`src/rtl/fpu_mul_ctrl.sv`:
```
// Purpose : control stage in front of the combinational fpu_mult core. It registers one
//           operand pair per handshake, waits a fixed settle window, captures the core
//           result and replaces it with IEEE special values (NaN/Inf/zero/OF/UF).
// Latency : out_valid rises exactly LATENCY cycles after the accepting edge, whatever the data.
// Backpr. : a single operation is in flight at a time. in_ready is high only in IDLE, and the
//           result and flags are held while out_ready is low.
// Ports   : clk/rst (synchronous, active-high). in_valid/in_ready/in_a/in_b carry the operand
//           handshake. mul_a/mul_b/mul_result connect to the core. out_valid/out_ready/
//           out_result/out_flags carry the result handshake, with flags = {NV, OF, UF}.
module fpu_mul_ctrl #(
    parameter int unsigned LATENCY = 1   // legal range 1..15
) (
    input  logic        clk,
    input  logic        rst,
    input  logic        in_valid,
    output logic        in_ready,
    input  logic [31:0] in_a,
    input  logic [31:0] in_b,
    output logic [31:0] mul_a,
    output logic [31:0] mul_b,
    input  logic [31:0] mul_result,
    output logic        out_valid,
    input  logic        out_ready,
    output logic [31:0] out_result,
    output logic [2:0]  out_flags
);

    typedef enum logic [1:0] {IDLE, RUN, DONE} state_t;

    localparam logic [31:0] QNAN = 32'h7FC0_0000;

    state_t             state_q, state_d;
    logic [3:0]         cnt_q, cnt_d;
    logic [31:0]        mul_a_q, mul_a_d, mul_b_q, mul_b_d;
    logic [31:0]        res_q, res_d;
    logic [2:0]         flags_q, flags_d;
    // Special-case class captured with the operands. These values depend only on the
    // operands, so they can be evaluated at accept time and held for the whole window.
    logic               nv_q, nv_d, inf_q, inf_d, zero_q, zero_d, sign_q, sign_d;
    logic signed [9:0]  esum_q, esum_d;

    // Classify the incoming pair.
    logic        a_zero, b_zero, a_inf, b_inf, a_nan, b_nan;
    logic        a_emax, b_emax;
    logic signed [9:0] in_esum;

    assign a_emax  = (in_a[30:23] == 8'hFF);
    assign b_emax  = (in_b[30:23] == 8'hFF);
    assign a_zero  = (in_a[30:23] == 8'h00);   // denormals are flushed to zero
    assign b_zero  = (in_b[30:23] == 8'h00);
    assign a_inf   = a_emax && (in_a[22:0] == 23'd0);
    assign b_inf   = b_emax && (in_b[22:0] == 23'd0);
    assign a_nan   = a_emax && (in_a[22:0] != 23'd0);
    assign b_nan   = b_emax && (in_b[22:0] != 23'd0);
    // The 10-bit signed sum covers -127..383, so it never wraps.
    assign in_esum = $signed({2'b00, in_a[30:23]}) + $signed({2'b00, in_b[30:23]}) - 10'sd127;

    // Final result selection, in priority order.
    logic [31:0] fin_res;
    logic [2:0]  fin_flags;

    always_comb begin
        fin_res   = mul_result;
        fin_flags = 3'b000;
        if (nv_q) begin
            fin_res   = QNAN;
            fin_flags = 3'b100;
        end else if (inf_q) begin
            fin_res   = {sign_q, 8'hFF, 23'd0};
        end else if (zero_q) begin
            fin_res   = {sign_q, 31'd0};
        end else if (esum_q <= 10'sd0) begin
            fin_res   = {sign_q, 31'd0};
            fin_flags = 3'b001;
        end else if (esum_q >= 10'sd255) begin
            fin_res   = {sign_q, 8'hFF, 23'd0};
            fin_flags = 3'b010;
        end else if ((esum_q == 10'sd254) && (mul_result[30:23] == 8'hFF)) begin
            // Mantissa carry pushed the core's exponent into the Inf/NaN encoding.
            fin_res   = {sign_q, 8'hFF, 23'd0};
            fin_flags = 3'b010;
        end
    end

    always_comb begin
        state_d = state_q;
        cnt_d   = cnt_q;
        mul_a_d = mul_a_q;
        mul_b_d = mul_b_q;
        res_d   = res_q;
        flags_d = flags_q;
        nv_d    = nv_q;
        inf_d   = inf_q;
        zero_d  = zero_q;
        sign_d  = sign_q;
        esum_d  = esum_q;
        case (state_q)
            IDLE: begin
                if (in_valid) begin
                    mul_a_d = in_a;
                    mul_b_d = in_b;
                    nv_d    = a_nan || b_nan || (a_inf && b_zero) || (a_zero && b_inf);
                    inf_d   = a_inf || b_inf;
                    zero_d  = a_zero || b_zero;
                    sign_d  = in_a[31] ^ in_b[31];
                    esum_d  = in_esum;
                    cnt_d   = 4'(LATENCY - 1);
                    state_d = RUN;
                end
            end
            RUN: begin
                if (cnt_q == 4'd0) begin
                    res_d   = fin_res;
                    flags_d = fin_flags;
                    state_d = DONE;
                end else begin
                    cnt_d = cnt_q - 4'd1;
                end
            end
            DONE: begin
                if (out_ready) begin
                    state_d = IDLE;
                end
            end
            default: state_d = IDLE;
        endcase
    end

    always_ff @(posedge clk) begin
        if (rst) begin
            state_q <= IDLE;
            cnt_q   <= 4'd0;
            mul_a_q <= 32'd0;
            mul_b_q <= 32'd0;
            res_q   <= 32'd0;
            flags_q <= 3'b000;
            nv_q    <= 1'b0;
            inf_q   <= 1'b0;
            zero_q  <= 1'b0;
            sign_q  <= 1'b0;
            esum_q  <= 10'sd0;
        end else begin
            state_q <= state_d;
            cnt_q   <= cnt_d;
            mul_a_q <= mul_a_d;
            mul_b_q <= mul_b_d;
            res_q   <= res_d;
            flags_q <= flags_d;
            nv_q    <= nv_d;
            inf_q   <= inf_d;
            zero_q  <= zero_d;
            sign_q  <= sign_d;
            esum_q  <= esum_d;
        end
    end

    assign in_ready   = (state_q == IDLE);
    assign out_valid  = (state_q == DONE);
    assign mul_a      = mul_a_q;
    assign mul_b      = mul_b_q;
    assign out_result = res_q;
    assign out_flags  = flags_q;

endmodule

```
`config.mk`:
```
export PLATFORM = sky130hd
export DESIGN_NAME = fpu_mul_ctrl
export DESIGN_NICKNAME = d
export VERILOG_FILES = /design/src/rtl/fpu_mul_ctrl.sv
export SDC_FILE = /design/constraint.sdc
export NUM_CORES = 1
export LEC_CHECK = 0
export ABC_AREA = 0
export ABC_CLOCK_PERIOD_IN_PS = 3160
export CAP_MARGIN = 10
export CORE_MARGIN = 4
export CORE_UTILIZATION = 43
export DETAILED_ROUTE_END_ITERATION = 10
export GPL_ROUTABILITY_DRIVEN = 0
export PLACE_DENSITY = 0.9
export SLEW_MARGIN = 20
export SYNTH_ARGS = -nofsm -noshare
export SYNTH_HDL_FRONTEND = slang
export SYNTH_SLANG_ARGS = --single-unit
```
`constraint.sdc`:
```
create_clock -name clk -period 3.16 [get_ports clk]
set_input_delay 0.474 -clock clk [delete_from_list [all_inputs] [get_ports clk]]
set_output_delay 0.474 -clock clk [all_outputs]
set_load 0.01 [all_outputs]
```
Yosys cells after proc, flatten, opt, wreduce, memory -nomap -nowiden
Index checks and enable logic that the tools add are counted.
{"block": "totals", "ff_bits": 119, "latchBits": 0, "mem_bits_rw": 0, "romBits": 0, "inputBits": 100, "output_inout_bits": 101, "wordCells": 71, "mem_count": 0}
{"block": "classes", "addsub": 3, "mul": 0, "div": 0, "n_lt_le_gt_ge": 2, "eq_ne": 10, "n_shift": 0, "muxes": 19, "bitwise_logic": 1, "reduce_logical": 25}
{"cell": "2-to-1 mux 32 bit", "count": 6}
{"cell": "zero test 23 bit", "count": 2}
{"cell": "nonzero test 23 bit", "count": 2}
{"cell": "== test 8 bit, second input constant", "count": 3}
{"cell": "zero test 8 bit", "count": 2}
{"cell": "2-to-1 mux 2 bit", "count": 8}
{"cell": "== test 10 x 9 -> 1 bit, second input constant", "count": 1}
{"cell": ">= comparator 10 x 9 -> 1 bit, second input constant", "count": 1}
{"cell": "less-or-equal comparator 10 x 1 -> 1 bit, second input constant", "count": 1}
{"cell": "subtractor 9 x 7 -> 10 bit, second input constant", "count": 1}
{"cell": "adder 8 x 8 -> 9 bit", "count": 1}
{"cell": "2-to-1 mux 4 bit", "count": 2}
{"cell": "one-hot mux 4 bit (2 select lines)", "count": 1}
{"cell": "logical AND 1 bit", "count": 7}
{"cell": "!= test 2 bit, second input constant", "count": 3}
{"cell": "one-hot mux 2 bit (3 select lines)", "count": 1}
{"cell": "AND reduction 3 bit", "count": 2}
{"cell": "logical OR 1 bit", "count": 5}
{"cell": "zero test 4 bit", "count": 1}
{"cell": "AND reduction 2 bit", "count": 2}
{"cell": "subtractor 4 x 1 -> 4 bit, second input constant", "count": 1}
{"cell": "2-to-1 mux 3 bit", "count": 1}
{"cell": "== test 2 x 1 -> 1 bit, second input constant", "count": 1}
{"cell": "== test 2 bit, second input constant", "count": 1}
{"cell": "other kinds (4)", "count": 4}

Longest topological paths before layout
Gate-level depths: netlist of run 1.
{"block": "logic_depth", "word_depth": 8, "depth_mapped": 10, "ltp_nobuf": 10}

Worst setup path before layout of run 1
OpenSTA, ideal clock, no wires.
{"block": "synth_timing", "kind": "input -> register", "from": "input in_a[24]", "to": "register esum_q[7]", "setup_time_ps": 120, "t_arrival_ps": 2238, "t_required_ps": 3040, "setup_slack_ps": 802, "path_stages": 8, "n_path_buf": 0, "path_cell_list": "ha_1 -> ha_1 -> fa_1 -> a211oi_1 -> o21ai_0 -> a21oi_1 -> nor4_1 -> a211o_1"}
{"block": "synth_between", "elab_chain_len": 2}
{"item": "start: declaration", "line": "17", "source": "input logic [31:0] in_a,"}
{"item": "adder 8 x 8 -> 9 bit", "line": "56", "source": "assign in_esum = $signed({2'b00, in_a[30:23]}) + $signed({2'b00, in_b[30:23]}) - 10'sd127;"}
{"item": "subtractor 9 x 7 -> 10 bit", "line": "56"}
{"item": "end signal: assignment", "line": "153", "source": "esum_q <= esum_d;"}
{"item": "end: declaration", "line": "40", "source": "logic signed [9:0] esum_q, esum_d;"}
No other way between the ends.
A chain may end at the register's enable or synchronous reset.

Worst setup path after layout of run 1
Same ends and word-level chain as after synthesis.

==> results.toml, run 1 <==
[global_route]
grt_pass1_vias = 5055
grt_max_degree = 95
grt_pass1_wl_um = 24600
track_usage_pct = 23.9
antenna_found_initial = 0
grt_overflow = 0

[routing]
routedWlPerCell_um = 17.1
firstDrtPassIters = 4
wirelength_um = 15400
drc = 0
initialDrtViolationCount = 328
vias = 4832
detail-route-antenna-nets = 0
viasPerCell = 5.37

[floorplan]
core_mm2 = 0.0109
fp.dieW_um = 114
dieArea_mm2 = 0.0130
std_cell_rows = 38
dieHeight_um = 114
start_util_pct = 44.3
io_pins = 201

[clock_tree]
cts_hold_buffers = 0
postCtsSetupBuffers = 0
cts.sinks = 119
h-tree-depth = 4
clk_latency_ns = 0.52
clk_pin_slew_ns = 0.06
cts_root_buf = "clkbuf_8"
clockBufferDepth = 2
cts_buffers = 17
ctsResizeCount = 0
cts_tree = "done"

[yosys]
synth_most_common_cell = "nand2_1"
syn_area_mm2 = 0.00482
synth-seq-cells = 119
synth_top_area_share_pct = 49.4
synth_edf_count = 0
async_flop_share_pct = 0
synth_area_leader_cell = "dfxtp_1"
postSynthCellCount = 555
syn_nets = 672
syn_area_per_cell_um2 = 8.69
ys_warn_count = 0
ys_top_cells_by_area = "dfxtp_1, nand2_1, a21oi_1, ha_1, a22o_1"
synth_common_cells = "nand2_1, dfxtp_1, a21oi_1"
synth_cell_type_count = 48
synth_flop_cell = "dfxtp_1"
ys_seq_area_share_pct = 49.4

[layout]
antenna_cells = 0
final_nets = 863
multiInputGateArea_mm2 = 0.00225
area_growth_pct = 54.0
stdcell_count = 899
fillCellCount = 827
regArea_mm2 = 0.00238
drive_above_1_share_pct = 7.25

[sta]
setup_viol = 0
finalMaxSlewViolations = 0
skew_ns = 0.00323
finalCriticalPeriod_ns = 2.59
fin_tns_setup_ns = 0
rsz0062_at_grt = "false"
fmax_ghz = 0.386
final.period_utilization_pct = 82.1
worstMarginPinSlew_ns = 1.00
hold_viol = 0
slew_headroom_pct = 33.0

[setup_path]
worstPathRequired_ns = 3.57
endpoint_kind = "register"
critPathMaxStageDelay_ns = 0.47
path_max_fanout = 4
critical_path_class = "input port to register"
worst_ep_arrival_time_ns = 3.00
crit_chain = "clkdlybuf4s50_1 > ha_1 > ha_1 > fa_1 > a211oi_1 > o21ai_0 > a21oi_1 > nor4_1 > a211o_1"
cpMostUsedCell = "ha_1"
start_kind = "input port"
crit_slowest_cell = "clkdlybuf4s50_1"

[worst_hold_path]
hp-class = "register to register"

[placement]
place_hpwl_um = 11400
portBuffers = 200
dp_cells = 867

[pwr]
ir_drop_mv = 0.461
p_leak_uw = 0.00281
power_density_mw_per_mm2 = 731

[run]
maxCapViolCount = 0

[outcome]
outcome = "completed"
## worst paths after layout
| kind | from | to | slack [ns] | cells past startpoint |
|---|---|---|---|---|
| max | in_a[24] | esum_q[7] | 0.57 | 9 |
| max reg2reg | cnt_q[0] | out_result[23] | 0.80 | 7 |
| min | mul_a[10] | mul_a[10] | 0.45 | 2 |
| min reg2reg | mul_a[10] | mul_a[10] | 0.45 | 2 |
## registers in the layout, summed over array words and instances (netlist names)
signal and flops:
mul_a 32, mul_b 32, out_result 32, esum_q 10, cnt_q 4, out_flags 3, state_q 2, inf_q 1
nv_q 1, sign_q 1, zero_q 1
## layout make-up
class | count | share of cell area, %
multi-input combinational | 390 | 30.3
tap | 140 | 2.36
clock buffer | 22 | 6.10
clock inverter | 10 | 0.741
sequential | 119 | 32.1
timing repair buffer | 205 | 27.8
inverter | 13 | 0.657
## kinds of logic after synthesis
logic type      synth area share (%)
flops                           49.4
mux                            0.208
compound gates                  19.4
fa+ha+maj                       4.57
buf+inv                         4.10
xor+xnor                        1.09
simple gates                    21.3
## stage by stage
step	utilization [%]	worst slack, ns	cell area (um^2)	total power, uW	hold WS (ns)
after floorplan	-	0.802	4820	2950	0.444
final	68.2	0.567	7430	5420	0.453
after global routing	68.2	0.446	7430	5720	0.480
after global placement	63.5	0.174	6920	3710	0.439
after detailed placement	63.5	0.0664	6920	3800	0.445
after CTS	68.2	0.623	7430	5460	0.452
## placed cells by master (no fill, tap or decap), drive strengths merged, types with 4 or more instances in the layout
cell           Yosys  layout
clkdlybuf4s50      0     199
clkinv             0       8
inv               13      13
nor4              16      16
nor2              18      18
ha                16      16
nand3              5       5
a21o               5       5
a22o              22      22
nor3b              4       4
nor3              11      11
o21ai              6       6
nand2            148     148
a21oi             79      79
clkbuf            24      22
buf                9       6
a211oi             7       7
dfxtp            119     119
nand4             11      11
o221a              8       8
## per-layer routing
| layer | up-vias | routed length [um] | GRT usage (%) |
|---|---|---|---|
| met2 | 194 | 7530 | 41.5 |
| met4 | 0 | 386 | 10.3 |
| li1 | 2345 | - | - |
| met5 | - | 0 | 0 |
| met3 | 36 | 1570 | 10.8 |
| met1 | 2257 | 5920 | 24.8 |
## where the power goes
| part | internal [uW] | switching, uW |
|---|---|---|
| clock | 990 | 647 |
| sequential | 1790 | 196 |
| combinational | 897 | 905 |
## worst max-delay path: cells and delay by family
| kind | cells | cell delay (ns) |
|---|---|---|
| AO/OA/AOI/OAI | 4 | 0.99 |
| adder cells (fa/ha/maj) | 3 | 0.98 |
| buffers and inverters | 1 | 0.47 |
| AND/OR/NAND/NOR | 1 | 0.08 |
(Power assumes the default switching activity.)
==> inputs of run 2 (changes only) <==
- ABC_CLOCK_PERIOD_IN_PS: 3160 -> 2300
- CORE_UTILIZATION: 43 -> 39
- PLACE_DENSITY: 0.9 -> 0.86
- clock period: 3.16 -> 2.3 ns (I/O delays scaled with it)
==> run 2 against run 1 <==
Compared with the run above:
- register-to-register slack worse by 0.44 ns
- global-route usage is 2.5 points lower
- cell area increased by 5.8%
- non-clock buffer count grew 35
- power is 48% higher
- sequential share of layout area down 1.8 points
- combinational power increased by 44%
- critical path type unchanged
- largest cell class unchanged
==> results.toml, run 2 (synthesized netlist as in run 1, its figures left out) <==
[pwr]
ir_drop_mv = 0.551
fin_total_pwr_uw = 8030
p_int_uw = 5570
p_switching_uw = 2460
combPwrFrac_pct = 32.4
p_clk_share_pct = 33.7
seq_power_share_pct = 33.9
power_density_mw_per_mm2 = 1020
p_leak_uw = 0.00302
netSwitchingFraction_pct = 30.6

[placement]
portBuffers = 200
pre_cts_slack_ns = -0.585
place_hpwl_um = 11000
placed_cell_area_mm2 = 0.00721

[setup_path]
endpoint_kind = "register"
worstPathRequired_ns = 2.59
start_kind = "input port"
path_max_fanout = 3
worst_ep_arrival_time_ns = 2.51
critical_path_class = "input port to register"

[global_route]
grt_pass1_wl_um = 24300
grt_pass1_vias = 4889
grt_overflow = 0
track_usage_pct = 21.3
antenna_found_initial = 0
grt_max_degree = 54

[floorplan]
fp.dieW_um = 119
core_mm2 = 0.0121
std_cell_rows = 40
start_util_pct = 40.0
dieArea_mm2 = 0.0142
dieHeight_um = 119
io_pins = 201

[layout]
area_growth_pct = 62.9
mostFrequentLayoutCells = "clkdlybuf4s50_1, nand2_1, dfxtp_1, a21oi_1, buf_4"
fillCellCount = 959
final_area_mm2 = 0.00786
final_nets = 898
mostFrequentLayoutCell = "clkdlybuf4s50_1"
drive_above_1_share_pct = 12.0
antenna_cells = 0

[clock_tree]
cts.sinks = 119
clockBufferDepth = 2
h-tree-depth = 4
cts_buffers = 17
cts_root_buf = "clkbuf_16"
clk_latency_ns = 0.41
cts_tree = "done"
clk_pin_slew_ns = 0.05

[sta]
worstMarginPinSlew_ns = 0.568
timing.hold.ws_ns = 0.271
skew_ns = 0.0102
hold_viol = 0
finalCriticalPeriod_ns = 2.21
setup_viol = 0
slew_headroom_pct = 62.1
rsz0062_at_grt = "false"
final.period_utilization_pct = 96.3
setup_slack_ns = 0.0851
fmax_ghz = 0.451
finalMaxSlewViolations = 0

[routing]
routedWlPerCell_um = 15.7
initialDrtViolationCount = 210
viasPerCell = 5.07
wirelength_um = 15100
drc = 0
vias = 4879
detail-route-antenna-nets = 0
firstDrtPassIters = 5

[outcome]
outcome = "completed"

[worst_hold_path]
hp-class = "input port to register"

[run]
maxCapViolCount = 0
==> run 2: layer usage <==
metal | GRT usage (%) | vias up | part of all wire, %
met5 | 0 | - | 0
met3 | 10.2 | 16 | 9.4
met4 | 7.82 | 0 | 1.4
met1 | 24.3 | 2270 | 41
li1 | - | 2413 | -
met2 | 34.6 | 180 | 49
==> run 2: cell type report <==
cell class	count	area, um^2	area share, %
Sequential cell	119	2380	30.3
Timing Repair Buffer	240	2340	29.8
Multi-Input combinational cell	390	2270	28.8
Clock buffer	21	460	5.86
Tap cell	168	210	2.68
Clock inverter	11	148	1.88
Inverter	13	48.8	0.621
==> run 2: per-stage QoR <==
stage	util [%]	setup TNS [ns]	std cells
floorplan	-	0	555
global placement	59.8	-1.28	928
detailed placement	59.8	-1.62	928
CTS	65.0	0	962
global route	65.1	0	962
finish	65.1	0	962
==> run 2: worst paths after layout <==
check | from | to | slack (ns) | cells after the start
setup reg to reg | esum_q[3] | out_result[0] | 0.36 | 6
hold / removal | in_a[24] | mul_a[24] | 0.27 | 3
setup / recovery | in_b[24] | esum_q[7] | 0.09 | 9
hold reg to reg | out_flags[1] | out_flags[1] | 0.45 | 1
==> run 2: critical path: stages <==
cell and delay (ns):
clkdlybuf4s50_1 0.50, ha_1 0.25, ha_1 0.24, fa_2 0.36
a211oi_2 0.21, o21ai_1 0.13, a21oi_2 0.18, nor4_1 0.07
a211o_1 0.24
==> run 2: timing repair <==
item | CTS | global route
setup endpoints to repair | 2 | 3
pin swaps | 2 | 0
buffers inserted | 2 | 0
hold endpoints to repair | 0 | 0
resized for setup | 3 | 3
hold buffers | 0 | 0
==> run 2: power by group through the flow <==
stage	registers [uW]	logic, uW	clock network, uW
floorplan	2850	1210	0
global placement	2730	2550	0
detailed placement	2760	2580	0
CTS	2720	2610	2780
global route	2780	2840	2880
finish	2720	2600	2710
==> variant: new RTL, settings of run 2 <==
Re-encode `state_t` (3 states) as one-hot, 3 bits wide.
--- a/src/rtl/fpu_mul_ctrl.sv
+++ b/src/rtl/fpu_mul_ctrl.sv
@@ -25,7 +25,7 @@
     output logic [2:0]  out_flags
 );
 
-    typedef enum logic [1:0] {IDLE, RUN, DONE} state_t;
+    typedef enum logic [2:0] {IDLE = 3'b001, RUN = 3'b010, DONE = 3'b100} state_t;
 
     localparam logic [31:0] QNAN = 32'h7FC0_0000;
 
Formal check against the unedited RTL: same outputs for any inputs over 4 cycles, from zero or initial values and one cycle with rst high; so few cycles prove little.
==> variant against run 2 <==
Worst setup slack got worse by 0.035 ns. Routed wire length grew 3.5%. Sequential cell count grew 1. Largest cell class unchanged. Cell count rose by 1.1%. Synthesized area increased by 1.7%. Critical path depth stayed put. Non-clock buffer count down 3. Design area is 0.56% higher. Global-route usage is 0.57 points higher. Critical endpoint unchanged. Die area is 1.6% higher.
Power is not compared: it rests on default switching activity, and its combinational part moved more than twofold at a synthesized area within 25%.
==> variant: results (changes against run 2) <==
Largest net degree at the start of global routing -> 42 (-22%)
Final #Nets -> 909 (+1.2%)
CLK BUF -> 22 (+4.8%)
Vias in the first global route -> 5051 (+3.3%)
Sequential cell area share -> 0.304 (+0.000853)
Post-place setup slack -> -0.533 ns (+0.0519 ns)
Worst hold start -> rst
Post-placement cell count -> 941 (+1.4%)
WHS Endpoint -> out_flags[0]
Status -> complete, no violations
Signal buffers -> 237 (-1.3%)
1st-iter DRT viols -> 252 (+20%)
Top sig layer -> met4
Multi-input gates -> 403 (+3.3%)
Post-DP HPWL -> 11.5 mm (+3.9%)
Synth Net Count -> 685 (+1.9%)
RR Endpoint -> out_result[23]
Multi-input logic area -> 0.00233 mm^2 (+3.0%)
Aggregate global-route resource usage -> 0.219 (+0.00575)
Layout cells sized above 1 -> 0.120 (+0.000850)
Buffering overhead -> 0.291 (-0.00656)
Clock slew at reported path FFs -> 0.05 ns (about the same)
Met3 usage -> 0.0900 (-0.0121)
Register area share after synthesis -> 0.490 (-0.00436)
Router iterations before antenna repair -> 6 (+1)
WL met2 -> 7.59 mm (+3.6%)
Depth of the most critical reg-to-reg path -> 7 (+1)
Worst path arrival time -> 2.54 ns (+0.03 ns)
Sequential standard cell area -> 0.00240 mm^2 (+0.84%)
Final clock-cell share -> 0.0762 (-0.00122)
Grt met1 use -> 0.250 (+0.00662)
First-pass GRT wire length -> 25.1 mm (+3.4%)
Vias -> 4963 (+1.7%)
Post-Synthesis Cells -> 568 (+2.3%)
Crit path from -> in_a[24]
Hold WS -> 0.261 ns (-0.0103 ns)
WL final -> 15.6 mm (+3.5%)
Met2 usage -> 0.366 (+0.0198)
Clock Skew -> 0.00599 ns (-0.00425 ns)
Cell variety after synth -> 52 (+8.3%)
Synthesized cell area -> 0.00491 mm^2 (+1.7%)
Slew Limit Headroom -> 0.549 (-0.0722)
Hold path depth -> 2 (-1)
Cts repair resizes -> 5 (+2)
FMAX -> 0.444 GHz (-1.6%)
Synth top cells by count -> 152 x nand2_1, 120 x dfxtp_1, 79 x a21oi_1
Routed length on met1 -> 6.35 mm (+3.7%)
Synth top area cells -> dfxtp_1 49%, nand2_1 12%, a21oi_1 8.1%
Flop-to-flop setup slack -> 0.26 ns (-0.10 ns)
Post-Place Cell Area -> 0.00727 mm^2 (+0.80%)
Non-Filler Instances -> 973 (+1.1%)
Fillers -> 1002 (+4.5%)
Post-CTS setup buffers -> 0 (-2)
Clk sinks -> 120 (+0.84%)
==> variant: cell count changes after synthesis, moves of 3 or more <==
cell / before / now
nand2_1: 148 / 152
clkbuf_1: 23 / 18
o21ai_0: 5 / 8
buf_2: 0 / 11
buf_1: 7 / 1
==> variant: worst max-delay path: stages <==
cell             delay, ns
clkdlybuf4s50_1       0.48
ha_1                  0.24
ha_2                  0.19
fa_2                  0.39
a211oi_4              0.27
o21ai_2               0.12
a21oi_2               0.20
nor4_1                0.07
a211o_1               0.24
==> variant: cell families (layout without fill, tap and decap cells) <==
logic type      Yosys count  count (layout)  share of synthesized area
buf+inv                  45             282                     0.0403
simple gates            235             235                      0.223
flops                   120             120                      0.490
fa+ha+maj                17              17                     0.0449
mux                       1               1                    0.00204
xor+xnor                  5               5                    0.00893
compound gates          145             145                      0.191
==> variant: where the power goes <==
part           internal [mW]  leakage [nW]  switching, mW
clock network           1.71         0.285          0.958
logic                  0.542          1.72          0.483
registers               2.20         0.980         0.0721
total                   4.45          2.99           1.51
